===== src/rtl/float_consts_pkg.sv =====
// Float constants and FSM state encoding shared by the SVPWM transform stages.
package float_consts_pkg;

    localparam logic [31:0] C_SQRT3_2 = 32'h3F5DB3D7;
    localparam logic [31:0] C_HALF    = 32'h3F000000;
    localparam logic [31:0] C_ZERO    = 32'h00000000;

    localparam int CNT_W = 8;

    typedef enum logic [2:0] {
        S_IDLE  = 3'd0,
        S_MUL1  = 3'd1,
        S_ADD   = 3'd2,
        S_MUL2  = 3'd3,
        S_LATCH = 3'd4,
        S_DONE  = 3'd5
    } state_e;

endpackage


===== src/rtl/svpwm_sector.sv =====
// SVPWM sector/reference-time stage: computes sector N and X/Y/Z from U_alpha/U_beta
// by sequencing operands through the shared external float multiplier and adder units.
module svpwm_sector
    import float_consts_pkg::*;
#(
    parameter int MUL_WAIT = 12,
    parameter int ADD_WAIT = 12
) (
    input  logic        sys_clk,
    input  logic        rst_n,
    input  logic        en,
    input  logic [31:0] U_alpha,
    input  logic [31:0] U_beta,
    input  logic [31:0] K,
    input  logic [31:0] re_mult1,
    input  logic [31:0] re_mult2,
    input  logic [31:0] re_mult3,
    input  logic [31:0] re_add1,
    input  logic [31:0] re_add2,
    output logic [31:0] mult1a,
    output logic [31:0] mult1b,
    output logic [31:0] mult2a,
    output logic [31:0] mult2b,
    output logic [31:0] mult3a,
    output logic [31:0] mult3b,
    output logic [31:0] add1a,
    output logic [31:0] add1b,
    output logic [31:0] add2a,
    output logic [31:0] add2b,
    output logic        isadd1,
    output logic        isadd2,
    output logic [31:0] X,
    output logic [31:0] Y,
    output logic [31:0] Z,
    output logic [2:0]  sector,
    output logic        ack,
    output state_e      dbg_state_o
);

    localparam logic [CNT_W-1:0] MUL_END = CNT_W'(MUL_WAIT);
    localparam logic [CNT_W-1:0] ADD_END = CNT_W'(ADD_WAIT);
    localparam logic [CNT_W-1:0] CNT_ONE = CNT_W'(1);

    // Strictly negative: sign set and magnitude non-zero, so -0 counts as not negative.
    function automatic logic neg_nonzero(input logic [31:0] f);
        return f[31] && (f[30:0] != 31'd0);
    endfunction

    state_e             state_q, state_d;
    logic [CNT_W-1:0]   cnt_q, cnt_d;
    logic [31:0]        m1a_q, m1a_d, m1b_q, m1b_d;
    logic [31:0]        m2a_q, m2a_d, m2b_q, m2b_d;
    logic [31:0]        m3a_q, m3a_d, m3b_q, m3b_d;
    logic [31:0]        a1a_q, a1a_d, a1b_q, a1b_d;
    logic [31:0]        a2a_q, a2a_d, a2b_q, a2b_d;
    logic               isadd1_q, isadd1_d, isadd2_q, isadd2_d;
    logic [31:0]        x_q, x_d, y_q, y_d, z_q, z_d;
    logic [2:0]         sector_q, sector_d;
    logic               bit_a_q, bit_a_d, bit_b_q, bit_b_d, bit_c_q, bit_c_d;

    logic               enter_mul1, enter_add, enter_mul2, do_latch;

    always_comb begin
        state_d = state_q;
        case (state_q)
            S_IDLE:  if (en) state_d = S_MUL1;
            S_MUL1:  if (cnt_q == MUL_END) state_d = S_ADD;
            S_ADD:   if (cnt_q == ADD_END) state_d = S_MUL2;
            S_MUL2:  if (cnt_q == MUL_END) state_d = S_LATCH;
            S_LATCH: state_d = S_DONE;
            S_DONE:  state_d = S_IDLE;
            default: state_d = S_IDLE;
        endcase
    end

    assign cnt_d = ((state_d == state_q) && (state_q != S_IDLE)) ? cnt_q + CNT_ONE : '0;

    assign enter_mul1 = (state_q == S_IDLE)  && (state_d == S_MUL1);
    assign enter_add  = (state_q == S_MUL1)  && (state_d == S_ADD);
    assign enter_mul2 = (state_q == S_ADD)   && (state_d == S_MUL2);
    assign do_latch   = (state_q == S_LATCH);

    // Operand ports and results hold unless their own entry edge rewrites them.
    always_comb begin
        m1a_d    = m1a_q;
        m1b_d    = m1b_q;
        m2a_d    = m2a_q;
        m2b_d    = m2b_q;
        m3a_d    = m3a_q;
        m3b_d    = m3b_q;
        a1a_d    = a1a_q;
        a1b_d    = a1b_q;
        a2a_d    = a2a_q;
        a2b_d    = a2b_q;
        isadd1_d = isadd1_q;
        isadd2_d = isadd2_q;
        x_d      = x_q;
        y_d      = y_q;
        z_d      = z_q;
        sector_d = sector_q;
        bit_a_d  = bit_a_q;
        bit_b_d  = bit_b_q;
        bit_c_d  = bit_c_q;

        if (enter_mul1) begin
            m1a_d = C_SQRT3_2;
            m1b_d = U_alpha;
            m2a_d = C_HALF;
            m2b_d = U_beta;
            m3a_d = K;
            m3b_d = U_beta;
        end

        if (enter_add) begin
            a1a_d    = re_mult1;
            a1b_d    = re_mult2;
            isadd1_d = 1'b1;
            a2a_d    = re_mult2;
            a2b_d    = re_mult1;
            isadd2_d = 1'b0;
            x_d      = re_mult3;
            bit_a_d  = !U_beta[31] && (U_beta[30:0] != 31'd0);
        end

        if (enter_mul2) begin
            m1a_d   = K;
            m1b_d   = re_add1;
            m2a_d   = K;
            m2b_d   = re_add2;
            bit_b_d = neg_nonzero(re_add2);
            bit_c_d = neg_nonzero(re_add1);
        end

        if (do_latch) begin
            y_d      = re_mult1;
            z_d      = re_mult2;
            sector_d = {bit_c_q, bit_b_q, bit_a_q};
        end
    end

    always_ff @(posedge sys_clk or negedge rst_n) begin
        if (!rst_n) begin
            state_q  <= S_IDLE;
            cnt_q    <= '0;
            m1a_q    <= C_ZERO;
            m1b_q    <= C_ZERO;
            m2a_q    <= C_ZERO;
            m2b_q    <= C_ZERO;
            m3a_q    <= C_ZERO;
            m3b_q    <= C_ZERO;
            a1a_q    <= C_ZERO;
            a1b_q    <= C_ZERO;
            a2a_q    <= C_ZERO;
            a2b_q    <= C_ZERO;
            isadd1_q <= 1'b0;
            isadd2_q <= 1'b0;
            x_q      <= C_ZERO;
            y_q      <= C_ZERO;
            z_q      <= C_ZERO;
            sector_q <= 3'd0;
            bit_a_q  <= 1'b0;
            bit_b_q  <= 1'b0;
            bit_c_q  <= 1'b0;
        end else begin
            state_q  <= state_d;
            cnt_q    <= cnt_d;
            m1a_q    <= m1a_d;
            m1b_q    <= m1b_d;
            m2a_q    <= m2a_d;
            m2b_q    <= m2b_d;
            m3a_q    <= m3a_d;
            m3b_q    <= m3b_d;
            a1a_q    <= a1a_d;
            a1b_q    <= a1b_d;
            a2a_q    <= a2a_d;
            a2b_q    <= a2b_d;
            isadd1_q <= isadd1_d;
            isadd2_q <= isadd2_d;
            x_q      <= x_d;
            y_q      <= y_d;
            z_q      <= z_d;
            sector_q <= sector_d;
            bit_a_q  <= bit_a_d;
            bit_b_q  <= bit_b_d;
            bit_c_q  <= bit_c_d;
        end
    end

    assign mult1a      = m1a_q;
    assign mult1b      = m1b_q;
    assign mult2a      = m2a_q;
    assign mult2b      = m2b_q;
    assign mult3a      = m3a_q;
    assign mult3b      = m3b_q;
    assign add1a       = a1a_q;
    assign add1b       = a1b_q;
    assign add2a       = a2a_q;
    assign add2b       = a2b_q;
    assign isadd1      = isadd1_q;
    assign isadd2      = isadd2_q;
    assign X           = x_q;
    assign Y           = y_q;
    assign Z           = z_q;
    assign sector      = sector_q;
    assign ack         = (state_q == S_DONE);
    assign dbg_state_o = state_q;

endmodule


===== config.mk =====
export PLATFORM = sky130hd
export DESIGN_NAME = svpwm_sector
export DESIGN_NICKNAME = d
export VERILOG_FILES = /design/src/rtl/float_consts_pkg.sv /design/src/rtl/svpwm_sector.sv
export SDC_FILE = /design/constraint.sdc
export NUM_CORES = 1
export LEC_CHECK = 0
export ABC_AREA = 0
export CAP_MARGIN = 10
export CORE_AREA = 2 2 264 266
export CTS_BUF_LIST = sky130_fd_sc_hd__clkbuf_4
export DETAILED_ROUTE_END_ITERATION = 8
export DIE_AREA = 0 0 266 268
export PLACE_DENSITY_LB_ADDON = 0.12
export SLEW_MARGIN = 20
export SYNTH_ARGS = -nofsm -noshare
export SYNTH_HDL_FRONTEND = slang
export SYNTH_SLANG_ARGS = --single-unit

===== constraint.sdc =====
create_clock -name sys_clk -period 4.39 [get_ports sys_clk]
set_clock_uncertainty 0.1 [all_clocks]
set_input_delay 0.878 -clock sys_clk [delete_from_list [all_inputs] [get_ports sys_clk]]
set_output_delay 0.878 -clock sys_clk [all_outputs]
set_load 0.02 [all_outputs]

==> impl_results.md, run 1 <==
- Final Critical Period: roughly 3.4 ns
- Setup ws final: 1.03 ns
- Vias: 11,400
- Met3 routed WL: approximately 5.7 mm
- ANT nets after route: 0
- Max Fclk: 297 MHz
- Most common cell in the netlist: dfrtp_1
- Type of origin of the critical path: register
- Top Metal Used: met5
- Post-CTS Setup Repair Bufs: 0
- Vias per cell: 4.28
- Hold slack: 0.370 ns
- Leakage: 0.00980 uW
- Gr usage total: 15.6%
- R2r startpoint: dbg_state_o[0]
- Outcome: completed
- Ys flop type: dfrtp_1
- Top cells by area, synth: dfrtp_1 62%, mux2_2 13%, a221o_1 4.4%
- Remaining Overflow, GRT: 0
- Pwr Density: around 400 nW/um2
- Largest net degree at the start of global routing: 89
- Initial Util: 20.9%
- Std-Cell Rows: 96
- Avg WL per Cell: about 21 um
- Slew Limit Fails: 0
- Final GP Congestion: 0.806
- Post-Route M1 WL: between 20 and 25 mm
- Fin nets: a little under 2,000
- Final setup viols: 0
- Seq cells post-synth: 354
- Initial antenna violation count: 10
- Final hold vios: 0
- RSZ-0062 raised after global routing: no
- Max-slew headroom: 48.0%
- EDFF count, synth: 0
- CTS clock-pin slew for the worst setup and hold paths: roughly 0.06 ns
- Period utilization: about three quarters
- Die W: about 270 um
- Syn_nets: 1,326
- Met2 wire len: 28.7 mm
- Clock sinks: about 350
- Post-synth top cells: 354 x dfrtp_1, 163 x mux2_2, 103 x nand2_1, 83 x buf_4
- FFs w/ async S/R, synth: between 90% and 100%
- Worst slack at placement: 1.16 ns
- HPWL after detailed placement: 42.8 mm
- Reg2reg path depth: 5
- Layout area overhead: 59.8%
- Max Cap Viol: 0
- Share of cells above drive strength 1: 19.3%
- FF-to-FF setup slack: 1.49 ns
- Setup crit start: dbg_state_o[2]
- Root Driver: clkbuf_4
- Synth Area per Inst: 13.4 um2
- Number of global-route vias before repair: 12,300
- Cell area after synthesis: 14,200 um2
- Cells after DPL: 2,502
- Worst r2r dst: mult1b[25]
- # IOs: 684
- Total CTS buffers: roughly 100
- Worst setup endpoint: ack
- IO Port Bufs: just under 700
- Synth cell types: 38
- Worst-Skew Late Latency: about 0.8 ns
- Global-route wire length before repair: 82.1 mm
- Synth top area share: between 60% and 70%
- Top cell type by total area after synthesis: dfrtp_1
- Post-CTS Resized: 0
- Hold Path Class: register to register
- Fill cell count: 6,827
- TNS Setup: 0 ns
- Worst Path Required: 3.41 ns
- Max Buffers Root-to-Sink: 3
- Filler-free cell count of the finished design: between 2,000 and 3,000
- # H-tree levels: 3
- Post-synthesis cell count: 1,065
- Worst Path Arrival: 2.39 ns
- Initial drt markers: 429
- Maximum net fanout on the critical path: 7
- TritonRoute pass-1 iters: 4
- CTS tree: built
- Synth warn: 0
- # DRC: 0
- Area of the multi-input gates: 4490 um2
- DRT Wirelength: between 50 and 60 mm
- Die area: between 70,000 and 80,000 um2
- Core ar.: 68,200 um2
- Share of the yosys chip area belonging to registers: 62.2%
- Die Y: 268 um
- Sequential cell area: 8860 um2
- Worst VDD drop: 163 uV
- WS Path Type: register to output pin
- Setup crit end kind: output pin
- Worst-margin pin slew: approximately 0.78 ns
==> layout make-up <==
cell class                 count  area share, %
sequential                   354           38.9
timing repair buffer         704           31.1
multi-input combinational    558           19.7
tap                          882           4.85
clock buffer                 140           4.62
clock inverter                22          0.698
inverter                       5         0.0824
antenna                        6         0.0659
==> power breakdown <==
| group | total, uW | internal [uW] | switching, uW |
|---|---|---|---|
| clock network | 3000 | 1570 | 1430 |
| registers | 3840 | 3610 | 232 |
| logic | 2210 | 1130 | 1080 |
==> kinds of logic (layout without fill, tap and decap cells) <==
group	Yosys count	count (layout)	share of synthesized area, %
multiplexers	163	163	12.9
other	1	7	0.0263
XOR/XNOR	7	7	0.430
flip-flops	354	354	62.2
AND/OR/NAND/NOR	229	229	8.10
AO/OA/AOI/OAI	156	156	9.63
buffers and inverters	153	871	6.59
adder cells (fa/ha/maj)	2	2	0.176
==> per-layer routing <==
layer / track usage, % / vias to the layer above
met5: 0 / -
met4: 6.60 / 8
met3: 6.58 / 102
met2: 26.9 / 526
met1: 16.7 / 5652
li1: - / 5157
==> per-stage QoR <==
stage               cell area (um2)  power, uW  utilization, %
floorplan                     14200       4830               -
global placement              21500       6130            31.6
detailed placement            21500       6140            31.6
CTS                           22800       9290            33.3
global route                  22800       9570            33.4
finish                        22800       9050            33.4
==> worst min-delay path by stage <==
stage	startpoint	slack, ns	to	cells past startpoint
2_1_floorplan	bit_a_q	0.34	bit_a_q	2
3_3_place_gp	isadd1	0.35	isadd1	1
3_5_place_dp	isadd1	0.36	isadd1	1
4_1_cts	isadd1	0.38	isadd1	1
5_1_grt	mult3b[20]	0.40	mult3b[20]	1
6_report	isadd1	0.37	isadd1	1
==> worst max-delay path: stages, from the launching register on <==
cell	delay, ns
dfrtp_1	0.49
inv_1	0.14
nor2_1	0.13
and2_1	0.15
clkdlybuf4s50_1	0.68
==> placed cells by master, fill, tap and decap left out, drive strengths merged <==
master	count
dlygate4sd3	1
and3	63
o31ai	1
bufinv	2
a221o	63
nand2b	2
o21ai	4
nand3	3
nor2b	1
inv	9
xnor2	2
conb	1
o21bai	1
clkbuf	140
a21oi	2
nor3	7
o21ba	1
ha	2
o22ai	2
nand2	103
and2	3
mux2	163
nor2	14
a22o	26
dfrtp	354
a21o	32
o211ai	1
nand4	11
clkinv	16
nor4	21
diode	6
buf	22
o22a	22
clkdlybuf4s50	681
xor2	5
a31oi	1
and4b	1
==> what timing repair did <==
action	in CTS	in global routing
hold buffers	1	0
endpoints found under the hold margin	75	0
setup endpoints to repair	0	0
Power figures use the tool's default switching activity.
==> run 2, diff against run 1 <==
==> constraint.sdc (replaced) <==
create_clock -name sys_clk -period 2.85 [get_ports sys_clk]
set_clock_uncertainty 0.1 [all_clocks]
set_input_delay 0.57 -clock sys_clk [delete_from_list [all_inputs] [get_ports sys_clk]]
set_output_delay 0.57 -clock sys_clk [all_outputs]
set_load 0.02 [all_outputs]
==> impl_results.md, run 2 (same netlist as run 1, synthesis figures left out) <==
- Max Cap Viol: 0 (unchanged)
- Pwr Density: 612 nW/um2 (+54%)
- WP buf/inv: 1 (-1)
- Worst r2r dst: mult1b[5]
- Core ar.: 68,200 um2 (unchanged)
- CTS tree: built
- Maximum net fanout on the critical path: 3 (-4)
- Vias: 11,700 (+2.2%)
- Period utilization: between 90% and 100%
- TritonRoute pass-1 iters: 5 (+1)
- Filler-free cell count of the finished design: 2,710 (+1.5%)
- Largest net degree at the start of global routing: 69 (-22%)
- Die W: 266 um (unchanged)
- R2r startpoint: cnt_q[0]
- Remaining Overflow, GRT: 0 (unchanged)
- Fin nets: 2,006 (+0.96%)
- Final setup viols: 0 (unchanged)
- Die area: 71,300 um2 (unchanged)
- Switching share of power: 30.6% (+0.34 points)
- Clock share of power: 33.8% (+0.6 points)
- Worst setup endpoint: mult1a[28]
- Internal power: 9800 uW (+55%)
- WS Path Type: register to output pin
- Max Buffers Root-to-Sink: 3 (unchanged)
- Std-Cell Rows: 96 (unchanged)
- Type of origin of the critical path: register
- Slew Limit Fails: 0 (unchanged)
- Layout area overhead: 61.9%
- Cells after DPL: 2,519 (+0.68%)
- Outcome: completed
- Post-CTS Setup Repair Bufs: 0 (unchanged)
- Fill cell count: 6,912 (+1.2%)
- Global-route wire length before repair: 84.3 mm (+2.6%)
- Setup crit end kind: output pin
- Max Fclk: 377 MHz
- Crit path max-delay family: buffers and inverters
- RSZ-0062 raised after global routing: no
- Final GP Congestion: 0.802 (-0.46%)
- Reg2reg path depth: 7 (+2)
- # H-tree levels: 3 (unchanged)
- Sequential power share: 41.9% (-0.6 points)
- Initial drt markers: 456 (+6.3%)
- TNS Setup: 0 ns (unchanged)
- HPWL after detailed placement: 44.2 mm (+3.4%)
- Worst Path Arrival: 1.98 ns (-0.41 ns)
- Worst-margin pin slew: 0.697 ns (-0.0834 ns)
- Commonest non-fill, non-tap cells in the layout: 678 x clkdlybuf4s50_1, 351 x dfrtp_1, 163 x mux2_2
- Vias per cell: 4.32 (+0.71%)
- Final Critical Period: 2.65 ns
- Comb power frac: 24.2% (-0.2 points)
- Number of global-route vias before repair: 12,400 (+1.2%)
- Worst VDD drop: 252 uV (+55%)
- Initial antenna violation count: 8 (-2)
- Slowest cell delay on critical path: 0.66 ns (-0.02 ns)
- DRT Wirelength: 58.7 mm (+2.7%)
- CTS clock-pin slew for the worst setup and hold paths: 0.07 ns (about the same)
- Cells along the critical path: clkdlybuf4s50_1
- Worst Path Required: 2.18 ns (-1.23 ns)
- Gr usage total: 16.0% (+0.38 points)
- Setup crit start: mult1a[28]
- Leakage: 0.00995 uW (+1.5%)
- Clock sinks: 354 (unchanged)
- IO Port Bufs: 682 (unchanged)
- Hold Path Class: input port to async pin
- Avg WL per Cell: 21.7 um (+1.3%)
- # DRC: 0 (unchanged)
- Die Y: 268 um (unchanged)
- Final hold vios: 0 (unchanged)
- Slowest CP cell: clkdlybuf4s50_1
- Total CTS buffers: 105 (+1.9%)
- FF-to-FF setup slack: 0.48 ns (-1.01 ns)
- ANT nets after route: 0 (unchanged)
- Initial Util: 20.9% (unchanged)
- Worst-Skew Late Latency: 0.81 ns (about the same)
- Share of cells above drive strength 1: 20.8% (+1.5 points)
- Critical Path Stages: 1 (-3)
- # IOs: 684 (unchanged)
- Root Driver: clkbuf_4
- Switching Power: 4320 uW (+58%)
- Most common cell after layout, fill and taps aside: clkdlybuf4s50_1
- Max-slew headroom: 53.3% (+5.4 points)
==> run 2: worst min-delay path by stage <==
stage,cells after the start,slack [ns],endpoint,from
2_1_floorplan,0,0.17,X[0],rst_n
6_report,2,0.12,mult3b[11],rst_n
3_3_place_gp,1,0.35,isadd1,isadd1
5_1_grt,2,0.08,mult3b[11],rst_n
3_5_place_dp,1,0.36,isadd1,isadd1
4_1_cts,2,0.02,mult3b[11],rst_n
==> run 2: routing by layer <==
metal | global-route usage, % | vias up | share of wire [%]
met3 | 6.28 | 98 | 9.5
li1 | - | 5201 | -
met1 | 17.6 | 5821 | 37
met2 | 27.6 | 570 | 50
met4 | 6.42 | 4 | 2.7
met5 | 0 | - | 0.039
==> run 2: timing repair <==
action | 4_1_cts | 5_1_grt
setup endpoints to repair | 4 | 1
hold buffers | 1 | 0
gates resized for setup | 6 | 2
gates cloned | 0 | 0
endpoints found under the hold margin | 230 | 0
==> run 2: layout make-up <==
cell class	count	area [um2]	share of cell area (%)
Antenna cell	7	17.5	0.0760
Clock buffer	156	1170	5.08
Clock inverter	27	120	0.521
Inverter	5	18.8	0.0814
Multi-Input combinational cell	558	4490	19.5
Sequential cell	354	8860	38.4
Tap cell	882	1100	4.79
Timing Repair Buffer	721	7280	31.6
==> run 2: power groups by stage <==
stage	logic (uW)	registers [uW]	clock network, uW
after global placement	3460	6010	0
after CTS	3480	5930	5040
after floorplan	873	6560	0
final	3420	5920	4780
after detailed placement	3470	6010	0
after global routing	3630	5990	5290
==> run 2: through the flow <==
stage | total power, uW | hold WS [ns] | cell area, um2 | util, % | worst slack [ns]
floorplan | 7430 | 0.174 | 14200 | - | 0.801
detailed placement | 9480 | 0.355 | 21700 | 31.9 | 0.363
global route | 14900 | 0.0755 | 23100 | 33.8 | 0.0375
finish | 14100 | 0.116 | 23100 | 33.8 | 0.200
CTS | 14500 | 0.0221 | 23000 | 33.8 | 0.0125
global placement | 9470 | 0.350 | 21700 | 31.9 | 0.347
==> run 3, diff against run 2 <==
--- a/config.mk
+++ b/config.mk
@@ -11,6 +11,7 @@
 export CTS_BUF_LIST = sky130_fd_sc_hd__clkbuf_4
 export DETAILED_ROUTE_END_ITERATION = 8
 export DIE_AREA = 0 0 266 268
+export MAX_ROUTING_LAYER = met4
 export PLACE_DENSITY_LB_ADDON = 0.12
 export SLEW_MARGIN = 20
 export SYNTH_ARGS = -nofsm -noshare
==> impl_results.md, run 3 (same netlist as run 1, synthesis figures left out) <==
- Final setup viols: 0 (unchanged)
- Worst Path Required: 2.18 ns (about the same)
- Root Driver: clkbuf_4
- CTS tree: built
- WS Path Type: register to output pin
- Vias: 11,700 (-0.20%)
- ANT nets after route: 0 (unchanged)
- Remaining Overflow, GRT: 0 (unchanged)
- Die W: 266 um (unchanged)
- Worst VDD drop: 253 uV (about the same)
- Cells along the critical path: clkdlybuf4s50_1
- Fill cell count: 6,911 (-0.014%)
- RSZ-0062 raised after global routing: no
- Type of origin of the critical path: register
- Worst-margin pin slew: 0.703 ns (+0.00622 ns)
- Max Buffers Root-to-Sink: 3 (unchanged)
- Max Cap Viol: 0 (unchanged)
- Reg2reg path depth: 7 (unchanged)
- TritonRoute pass-1 iters: 4 (-1)
- Period utilization: 93.3% (+0.35 points)
- Area of the multi-input gates: 4490 um2 (unchanged)
- Number of global-route vias before repair: 12,400 (+0.29%)
- Vias per cell: 4.30 (-0.27%)
- Layout area overhead: 61.9% (about the same)
- Largest net degree at the start of global routing: 69 (unchanged)
- Outcome: completed
- # DRC: 0 (unchanged)
- Clock sinks: 354 (unchanged)
- Worst-Skew Late Latency: 0.81 ns (about the same)
- Hold slack: 0.122 ns (+0.00671 ns)
- Max Fclk: 376 MHz (-0.37%)
- Max-slew headroom: 52.9% (-0.42 points)
- Share of cells above drive strength 1: 20.8% (unchanged)
- Global-route wire length before repair: 84.1 mm (-0.20%)
- Final Critical Period: 2.66 ns (+0.00997 ns)
- Slowest cell delay on critical path: 0.66 ns (about the same)
- Initial antenna violation count: 9 (+1)
- WP buf/inv: 1 (unchanged)
- Initial drt markers: 385 (-16%)
- Pwr Density: 611 nW/um2 (-0.15%)
- Maximum net fanout on the critical path: 3 (unchanged)
- Std-Cell Rows: 96 (unchanged)
- HPWL after detailed placement: 44.2 mm (unchanged)
- # IOs: 684 (unchanged)
- Worst Path Arrival: 1.99 ns (about the same)
- IO Port Bufs: 682 (unchanged)
- # H-tree levels: 3 (unchanged)
- Gr usage total: 16.5% (+0.48 points)
- Slew Limit Fails: 0 (unchanged)
- TNS Setup: 0 ns (unchanged)
- Die Y: 268 um (unchanged)
- Total CTS buffers: 105 (unchanged)
- Worst r2r dst: mult1b[5]
- Leakage: 0.00995 uW (about the same)
- Final GP Congestion: 0.814 (+1.4%)
- Setup crit end kind: output pin
- R2r startpoint: cnt_q[0]
- FF-to-FF setup slack: 0.46 ns (-0.02 ns)
- Hold Path Class: input port to async pin
- Sequential cell area: 8860 um2 (unchanged)
- Slowest CP cell: clkdlybuf4s50_1
- Fin nets: 2,006 (unchanged)
- Initial Util: 20.9% (unchanged)
- Crit path max-delay family: buffers and inverters
- Commonest non-fill, non-tap cells in the layout: 678 x clkdlybuf4s50_1, 351 x dfrtp_1, 163 x mux2_2
- Most common cell after layout, fill and taps aside: clkdlybuf4s50_1
- CTS clock-pin slew for the worst setup and hold paths: 0.06 ns (about the same)
- Die area: 71,300 um2 (unchanged)
- Avg WL per Cell: 21.6 um (-0.26%)
- DRT Wirelength: 58.6 mm (-0.19%)
- Final hold vios: 0 (unchanged)
- Core ar.: 68,200 um2 (unchanged)
run 3: worst reg2reg max path, cell delays in order, from the launching register on:
cell and delay [ns]:
dfrtp_1 0.44, inv_1 0.08, ha_1 0.13, and4b_1 0.35, nand4_1 0.35, buf_12 0.30, and3_1 0.22, a221o_1 0.26
run 3: routing by layer:
layer / track usage [%] / vias up / routed length [um]
met4: 6.45 / 0 / 1570
li1: - / 5209 / -
met2: 27.6 / 554 / 29400
met3: 5.79 / 96 / 5160
met1: 17.9 / 5812 / 22500
met5: - / - / 0
run 3: worst max-delay path by stage:
stage                from  slack, ns  cells past startpoint          to
2_1_floorplan    cnt_q[0]       0.80                      8   add2a[24]
3_3_place_gp           en       0.35                      6  mult2b[10]
3_5_place_dp           en       0.36                      6  mult2b[20]
4_1_cts        mult1a[28]       0.01                      1  mult1a[28]
5_1_grt        mult1a[28]       0.04                      1  mult1a[28]
6_report       mult1a[28]       0.19                      1  mult1a[28]
run 3: area by class of cell:
cell class / instances / share of cell area, %
sequential: 354 / 38.4
tap: 882 / 4.78
multi-input combinational: 558 / 19.5
clock inverter: 27 / 0.521
timing repair buffer: 721 / 31.6
antenna: 9 / 0.0976
clock buffer: 156 / 5.08
inverter: 5 / 0.0814
run 3: where the power goes:
| part | switching [uW] | internal [uW] |
|---|---|---|
| clock | 2280 | 2480 |
| sequential | 362 | 5560 |
| combinational | 1660 | 1760 |
run 3: per-stage QoR:
stage | worst slack (ns) | total power (uW) | utilization [%] | instances | cell area, um2
after floorplan | 0.801 | 7430 | - | 1065 | 14200
after global placement | 0.347 | 9470 | 31.9 | 2519 | 21700
after detailed placement | 0.363 | 9480 | 31.9 | 2519 | 21700
after CTS | 0.0125 | 14500 | 33.8 | 2703 | 23000
after global routing | 0.0414 | 14900 | 33.8 | 2710 | 23100
final | 0.190 | 14100 | 33.8 | 2712 | 23100
run 3: timing repair:
action	4_1_cts	5_1_grt
buffers inserted	0	0
hold endpoints to repair	230	0
hold buffers	1	0
pin swaps	0	0
endpoints found under the setup margin	4	1
resized for setup	6	2
